[src/rtl/fb_pkg.sv]
`default_nettype none
// ============================================================================
// fb_pkg : shared framebuffer types and default dimensions
// Rev 1.0
// ============================================================================
package fb_pkg;

  localparam int FB_DEF_WIDTH  = 160;
  localparam int FB_DEF_HEIGHT = 120;

  typedef enum logic [0:0] {
    FB_IDLE  = 1'b0,
    FB_CLEAR = 1'b1
  } fb_state_t;

  function automatic int fb_pixel_count(input int width, input int height);
    return width * height;
  endfunction

endpackage
`default_nettype wire

[src/rtl/fb_addr_calc.sv]
`default_nettype none
// ============================================================================
// fb_addr_calc : linear address (y*FB_WIDTH+x) and bounds check, combinational
// Rev 1.0
// ============================================================================
module fb_addr_calc #(
  parameter int FB_WIDTH  = 160,
  parameter int FB_HEIGHT = 120,
  parameter int CORDW     = 16,
  parameter int ADDRW     = 15
) (
  input  logic [CORDW-1:0] x,
  input  logic [CORDW-1:0] y,
  output logic [ADDRW-1:0] addr,
  output logic             in_bounds
);

  localparam logic [CORDW-1:0] WIDTH_C  = CORDW'(FB_WIDTH);
  localparam logic [CORDW-1:0] HEIGHT_C = CORDW'(FB_HEIGHT);
  localparam logic [ADDRW-1:0] STRIDE_C = ADDRW'(FB_WIDTH);

  // In-range coordinates always fit ADDRW, so narrowing before the multiply is lossless
  assign in_bounds = (x < WIDTH_C) && (y < HEIGHT_C);
  assign addr      = (ADDRW'(y) * STRIDE_C) + ADDRW'(x);

endmodule
`default_nettype wire

[src/rtl/fb_writer.sv]
`default_nettype none
// ============================================================================
// fb_writer : framebuffer write controller (pixel writes and full-screen clear)
// Rev 1.0
// ============================================================================
module fb_writer
  import fb_pkg::*;
#(
  parameter int FB_WIDTH  = FB_DEF_WIDTH,
  parameter int FB_HEIGHT = FB_DEF_HEIGHT,
  parameter int CORDW     = 16,
  parameter int COLRW     = 4,
  localparam int FB_PIXELS = FB_WIDTH * FB_HEIGHT,
  localparam int ADDRW     = $clog2(FB_PIXELS)
) (
  input  logic             clk,
  input  logic             rst,
  input  logic             clear,
  input  logic [COLRW-1:0] clear_colr,
  output logic             busy,
  input  logic             px_valid,
  output logic             px_ready,
  input  logic [CORDW-1:0] px_x,
  input  logic [CORDW-1:0] px_y,
  input  logic [COLRW-1:0] px_colr,
  output logic             px_oob,
  output logic             bram_we,
  output logic [ADDRW-1:0] bram_addr,
  output logic [COLRW-1:0] bram_data
);

  localparam logic [ADDRW-1:0] LAST_ADDR = ADDRW'(FB_PIXELS - 1);

  fb_state_t        state;
  logic [ADDRW-1:0] cnt;
  logic [COLRW-1:0] fill_colr;
  logic [ADDRW-1:0] px_addr;
  logic             px_in_bounds;
  logic             px_accept;

  fb_addr_calc #(
    .FB_WIDTH  (FB_WIDTH),
    .FB_HEIGHT (FB_HEIGHT),
    .CORDW     (CORDW),
    .ADDRW     (ADDRW)
  ) u_addr_calc (
    .x         (px_x),
    .y         (px_y),
    .addr      (px_addr),
    .in_bounds (px_in_bounds)
  );

  assign px_ready  = (state == FB_IDLE) && !clear && !rst;
  assign px_accept = px_valid && px_ready;

  always_ff @(posedge clk) begin
    if (rst) begin
      state     <= FB_IDLE;
      cnt       <= '0;
      fill_colr <= '0;
      busy      <= 1'b0;
      px_oob    <= 1'b0;
      bram_we   <= 1'b0;
      bram_addr <= '0;
      bram_data <= '0;
    end else begin
      case (state)
        FB_IDLE: begin
          bram_we <= 1'b0;
          px_oob  <= 1'b0;
          busy    <= 1'b0;
          if (clear) begin
            // First clear write is issued here so it appears the cycle after the request
            state     <= FB_CLEAR;
            fill_colr <= clear_colr;
            cnt       <= '0;
            busy      <= 1'b1;
            bram_we   <= 1'b1;
            bram_addr <= '0;
            bram_data <= clear_colr;
          end else if (px_accept) begin
            if (px_in_bounds) begin
              bram_we   <= 1'b1;
              bram_addr <= px_addr;
              bram_data <= px_colr;
            end else begin
              px_oob <= 1'b1;
            end
          end
        end

        FB_CLEAR: begin
          // cnt tracks the address currently on the port
          if (cnt == LAST_ADDR) begin
            state   <= FB_IDLE;
            busy    <= 1'b0;
            bram_we <= 1'b0;
          end else begin
            cnt       <= cnt + 1'b1;
            busy      <= 1'b1;
            bram_we   <= 1'b1;
            bram_addr <= cnt + 1'b1;
            bram_data <= fill_colr;
          end
        end

        default: begin
          state   <= FB_IDLE;
          busy    <= 1'b0;
          bram_we <= 1'b0;
          px_oob  <= 1'b0;
        end
      endcase
    end
  end

endmodule
`default_nettype wire

[config.mk]
export PLATFORM = sky130hd
export DESIGN_NAME = fb_writer
export DESIGN_NICKNAME = d
export VERILOG_FILES = /design/src/rtl/fb_pkg.sv /design/src/rtl/fb_addr_calc.sv /design/src/rtl/fb_writer.sv
export SDC_FILE = /design/constraint.sdc
export NUM_CORES = 1
export LEC_CHECK = 0
export ABC_AREA = 0
export BUFFER_PORTS_ARGS = -buffer_cell sky130_fd_sc_hd__buf_2
export CORE_ASPECT_RATIO = 1.75
export CORE_MARGIN = 2
export CORE_UTILIZATION = 59
export CTS_CLUSTER_SIZE = 16
export DETAILED_ROUTE_END_ITERATION = 16
export PLACE_DENSITY = 0.86
export SLEW_MARGIN = 30
export SYNTH_ARGS = -nofsm -noshare
export SYNTH_HDL_FRONTEND = slang
export SYNTH_SLANG_ARGS = --single-unit
[constraint.sdc]
create_clock -name clk -period 9 [get_ports clk]
set_input_delay 0.45 -clock clk [delete_from_list [all_inputs] [get_ports clk]]
set_output_delay 0.45 -clock clk [all_outputs]
set_load 0.01 [all_outputs]
Word level (Yosys, flattened, before mapping) --
Index checks and enable logic that the tools add are counted.
Cells by class: multiplexer cells 22, order comparisons 2, div/mod/pow operators 0, $add $sub $neg 2, eq/ne operators 5, reductions and logical operators 9, shifts and indexed selects 0, bitwise operators 1, multipliers 1
Operator list (number):
- 15-bit two-way mux | 5
- 15-bit one-hot mux with 2 select lines | 2
- 16-bit by 7-bit less-than comparator with 1-bit output (second input constant) | 1
- 16-bit by 8-bit less-than comparator with 1-bit output (second input constant) | 1
- 4-bit two-way mux | 4
- 15-bit by 1-bit adder with 15-bit output (second input constant) | 1
- 15-bit adder | 1
- 15-bit equality test (second input constant) | 1
- 15-bit by 3-bit multiplier with 10-bit output (second input constant) | 1
- 1-bit two-way mux | 8
- 4-bit one-hot mux with 2 select lines | 1
- 3-bit inequality test (second input constant) | 2
- 1-bit logical AND | 4
- 2-bit inequality test (second input constant) | 2
- 1-bit one-hot mux with 2 select lines | 2
- 2-bit AND reduction | 2
- 3-bit AND reduction | 1
- 1-bit logical NOT | 2
- 1-bit NOT | 1
Storage, ports and cells: memories 0, bits in writable memories 0, ROM bits 0, output and inout bits 23, latch bits 0, input port bits 44, register bits after elaboration 41

Depth between registers and ports, before layout --
depth after elaboration 7, depth in mapped cells 12

Cells and area by module --
From an unflattened synthesis, not the netlist that was laid out.
Second synthesis, totals: cell total of the unflattened synthesis 351, area total of the unflattened synthesis 2887.8 µm²
Modules (own cells, without submodules):
- fb_writer | area an instance 2098.3 µm², times used 1, cells an instance 255
- fb_addr_calc | area an instance 789.5 µm², times used 1, cells an instance 96

Worst setup path after synthesis --
Ideal clock, no wire load.
path type in2reg, start in px_y[1], end reg bram_addr[14], slack 5.843 ns, stages 11, arrival 3.041 ns, data required time 8.884 ns, cells stage by stage ha_1 ha_1 fa_1 a211oi_1 o21a_1 ha_1 and3_1 a2111oi_0 o2bb2ai_1 xnor2_1 a31o_1
Between the ends: longest elaborated chain between the ends 6, elaborated cells on any way between the ends 10, those cells by class add/sub: 1; mul: 1; order compare: 1; eq/ne: 1; mux: 4; reduce/logical: 2
Ends and longest elaborated chain:
- from (decl) | RTL line fb_writer.sv:24 | input logic [CORDW-1:0] px_y,
- 15-bit by 3-bit multiplier with 10-bit output | RTL line fb_addr_calc.sv:24 | assign addr = (ADDRW'(y) * STRIDE_C) + ADDRW'(x);
- 15-bit adder | RTL line fb_addr_calc.sv:24
- 15-bit two-way mux | RTL line fb_writer.sv:82 | if (px_in_bounds) begin
- 15-bit two-way mux | RTL line fb_writer.sv:81 | end else if (px_accept) begin
- 15-bit two-way mux | RTL line fb_writer.sv:72 | if (clear) begin
- 15-bit one-hot mux with 2 select lines | RTL line fb_writer.sv:67 | case (state)
- to (signal assigned) | RTL line fb_writer.sv:84 | bram_addr <= px_addr;
- to (signal assigned) | RTL line fb_writer.sv:102 | bram_addr <= cnt + 1'b1;
- to (decl) | RTL line fb_writer.sv:28 | output logic [ADDRW-1:0] bram_addr,
Parallel ways exist; a longest one is shown, timed or not. The select of a mux whose other input is x is not followed. A chain may end at the register's enable or synchronous reset.

Final worst setup path --
Ends and elaborated chain as after synthesis.

==> results.py <==
metrics = {
    "yosys": {
        "synthesis.instances": 334,
        "post_synth_main_area_contributors": "dfxtp_1, ha_1, nor2_1",
        "synthesis.nets": 403,
        "ys.warnings.count": 0,
        "synth.avg_cell_area_sq_um": 8.571,
        "seq_area_frac_synth": 0.2867,
        "synth_top_area_share": 0.2867,
        "synth_seq_cells": 41,
        "library_cell_with_the_largest_summed_area_after_synthesis": "dfxtp_1",
        "mappedNetlistArea_sq_mm": 0.002863,
        "post_synth_num_cell_types": 58,
    },
    "worst_setup_path": {
        "cp_common_cell": "ha_1",
        "r2r_cells": 8,
        "regToRegSetupSlack_ns": 6.42,
        "worst-path-max-fanout": 5,
        "critical_path_required_ns": 9.20,
        "crit_type": "in -> reg",
        "crit_path_end": "bram_addr[14]",
        "crit_path_start_kind": "input port",
        "worstSetupStartpoint": "px_y[1]",
        "critical-path-max-stage-delay_ns": 0.43,
        "worst_setup_path_end_kind": "register",
        "critPathArrivalTime_ns": 3.40,
        "timing.critical_path.cells": "buf_2 > ha_1 > ha_1 > fa_1 > a211oi_1 > o21a_1 > ha_1 > and3_1 > a2111oi_0 > o2bb2ai_1 > xnor2_1 > a31o_1",
        "rr_endpoint": "bram_data[3]",
        "cpMaxStageDelayCell": "fa_1",
        "critical_path.reg2reg.startpoint": "state",
    },
    "finish": {
        "final.fill_count": 373,
        "area_of_combinational_cells_with_multiple_inputs_sq_mm": 0.001923,
        "finalNetCount": 457,
        "area_growth_syn_to_layout_pct": 16.08,
        "regArea_sq_um": 820.8,
        "antenna-diode-count": 0,
        "layout-drive-gt1-share": 0.2648,
    },
    "floorplanning": {
        "fp.coreArea_sq_mm": 0.004666,
        "row_cnt": 33,
        "chipWidth_um": 56.66,
        "die_area_sq_mm": 0.005447,
        "initial_core_util": 0.6136,
        "boundaryPins": 67,
        "die_height_um": 96.15,
    },
    "timing": {
        "totalNegativeSetupSlack_ns": 0,
        "clock-skew-final_ns": 0.01333,
        "layout_min_cycle_time_ns": 3.201,
        "finalSetupViolCount": 0,
        "final_period_util": 0.3556,
        "worstMarginPinSlew_ns": 0.9216,
        "timing.final.hold_violations": 0,
        "setup_repair_after_global_routing_missed_its_margin": "false",
        "setup_ws_final_ns": 5.799,
        "fmax_ghz": 0.3124,
        "timing.final.max_slew_violations": 0,
        "worst_slew_margin_rel": 0.3856,
    },
    "detailed_routing": {
        "route.final.wire_length_um": 6971,
        "drt_pass1_iterations": 4,
        "final_antenna_net_count": 0,
        "detail_route.iter0.violations": 115,
        "via_count": 2635,
        "detail_route.wl_per_cell_um": 15.81,
        "post_drt_via_cell_ratio": 5.975,
        "drc": 0,
    },
    "clock_tree": {
        "h-tree-depth": 2,
        "cts_made_buffers": 5,
        "cts.hold.buffers_added": 0,
        "cts_resized": 0,
        "total_setup_buffers_inserted_after_cts": 0,
        "cts.root.buffer_cell": "clkbuf_8",
        "clock_latency_ns": 0.31,
        "path_clk_slew_ns": 0.08,
        "cts_tree": "yes",
        "cts-root-to-sink-buffers": 2,
        "clk_sink_count": 41,
    },
    "global_routing": {
        "globalRoute.totalOverflow": 0,
        "grt_util_all_layers": 0.2598,
        "antenna_found_initial": 0,
        "grt_first_pass_wirelength_um": 11140,
        "via_count_of_the_first_global_routing_pass": 2591,
        "pin_count_of_the_biggest_net_entering_global_routing": 45,
    },
    "run_status": {
        "outcome": "finished, final reports clean",
    },
    "placed_design": {
        "dp_hpwl_um": 5340,
        "port_buffers": 66,
        "finalWeightedCongestion": 0.8435,
        "dp_slack_ns": 5.526,
    },
    "power_and_ir_drop": {
        "power.ir.vdd_worst_mv": 0.1639,
        "power_per_cell_area_mw_per_mm2": 162.6,
        "p_leak_nw": 1.444,
    },
    "flow_run": {
        "drv.max_cap_violation_count": 0,
    },
    "hold_path": {
        "min_from": "clear_colr[3]",
        "min-delay-path-class": "in -> reg",
    },
}
## report_power, final
| group | switching [mW] | total (mW) | internal (mW) | leakage (nW) |
|---|---|---|---|---|
| Combinational | 0.0891 | 0.162 | 0.0726 | 1.04 |
| Sequential | 0.00532 | 0.197 | 0.192 | 0.336 |
| Clock | 0.0702 | 0.182 | 0.112 | 0.0687 |
## kinds of logic after synthesis
group                      after synthesis  synth area share
AOI/OAI and AO/OA                       87            0.2251
DFF                                     41            0.2867
xor gates and xnor gates                25           0.07649
muxes                                   14           0.04895
adders and majority gates               25            0.1145
and+or+nand+nor                        118            0.2067
buffers and inverters                   24           0.04152
## Yosys cell counts (all sizes together)
library cell  number
a2111oi            2
a211oi            15
a21o               4
a21oi             28
a221oi             1
a22oi              4
a2bb2oi            1
a311oi             2
a31o               1
a31oi              1
a32oi              1
and2               2
and3               3
buf                9
clkbuf            12
dfxtp             41
fa                 2
ha                23
inv                3
mux2i             14
nand2             18
nand2b             1
nand3             15
nand3b             2
nand4              4
nand4b             1
nor2              50
nor2b              2
nor3               4
nor3b              2
nor4               6
o211a              1
o211ai             1
o21a               1
o21ai             15
o21bai             4
o22ai              1
o2bb2ai            1
o31ai              2
o41ai              1
or2                3
or3                4
or4                1
xnor2             13
xor2              12
## metal layers
layer / up-vias / part of all wire / GRT usage
met1: 1225 / 0.37 / 0.2554
li1: 1324 / - / -
met4: 0 / 0.028 / 0.1210
met2: 68 / 0.56 / 0.5174
met5: - / 0 / 0
met3: 18 / 0.032 / 0.03763
## sequential cells by signal, summed over array words and instances, names as in the netlist
| name | cells |
|---|---|
| px_oob | 1 |
| cnt | 15 |
| fill_colr | 4 |
| bram_data | 4 |
| state | 1 |
| bram_we | 1 |
| bram_addr | 15 |
## worst min path at each step
stage                         to  cells past startpoint
floorplan           fill_colr[0]                      2
global placement         cnt[14]                      2
detailed placement       cnt[14]                      2
CTS                 fill_colr[2]                      3
global route        fill_colr[0]                      3
finish              fill_colr[3]                      3
## per-stage QoR
| stage | total power, mW | hold slack, ns | instances | area (sq um) | utilization |
|---|---|---|---|---|---|
| finish | 0.5404 | 0.4073 | 441 | 3323 | 0.7123 |
| CTS | 0.5413 | 0.4032 | 441 | 3323 | 0.7123 |
| global placement | 0.3543 | 0.4701 | 432 | 3158 | 0.6769 |
| floorplan | 0.3175 | 0.4602 | 334 | 2863 | - |
| detailed placement | 0.3616 | 0.4787 | 433 | 3186 | 0.6828 |
| global route | 0.5644 | 0.4272 | 441 | 3323 | 0.7123 |
## cell usage in the layout (no fill, tap or decap), drive strengths merged, types with 6 or more instances in the layout
| master | n |
|---|---|
| a211oi | 15 |
| dfxtp | 41 |
| xnor2 | 13 |
| xor2 | 12 |
| o21ai | 15 |
| nand2 | 18 |
| buf | 68 |
| mux2i | 14 |
| ha | 23 |
| a21oi | 28 |
| nor2 | 50 |
| nand3 | 15 |
| nor4 | 6 |
## worst max-delay path: cells and delay by family
kind | cells | cell delay (ns)
xor gates and xnor gates | 1 | 0.08
adders and majority gates | 4 | 1.23
AOI/OAI and AO/OA | 5 | 1.31
and+or+nand+nor | 1 | 0.20
buffers and inverters | 1 | 0.13
## area by class of cell
cell class,instances,area share
timing repair buffer,68,0.1099
clock buffer,5,0.02071
tap,52,0.01958
multi-input combinational,269,0.5787
clock inverter,3,0.02071
sequential,41,0.2470
inverter,3,0.003389
Note: power is estimated with default switching activity, not from simulation.
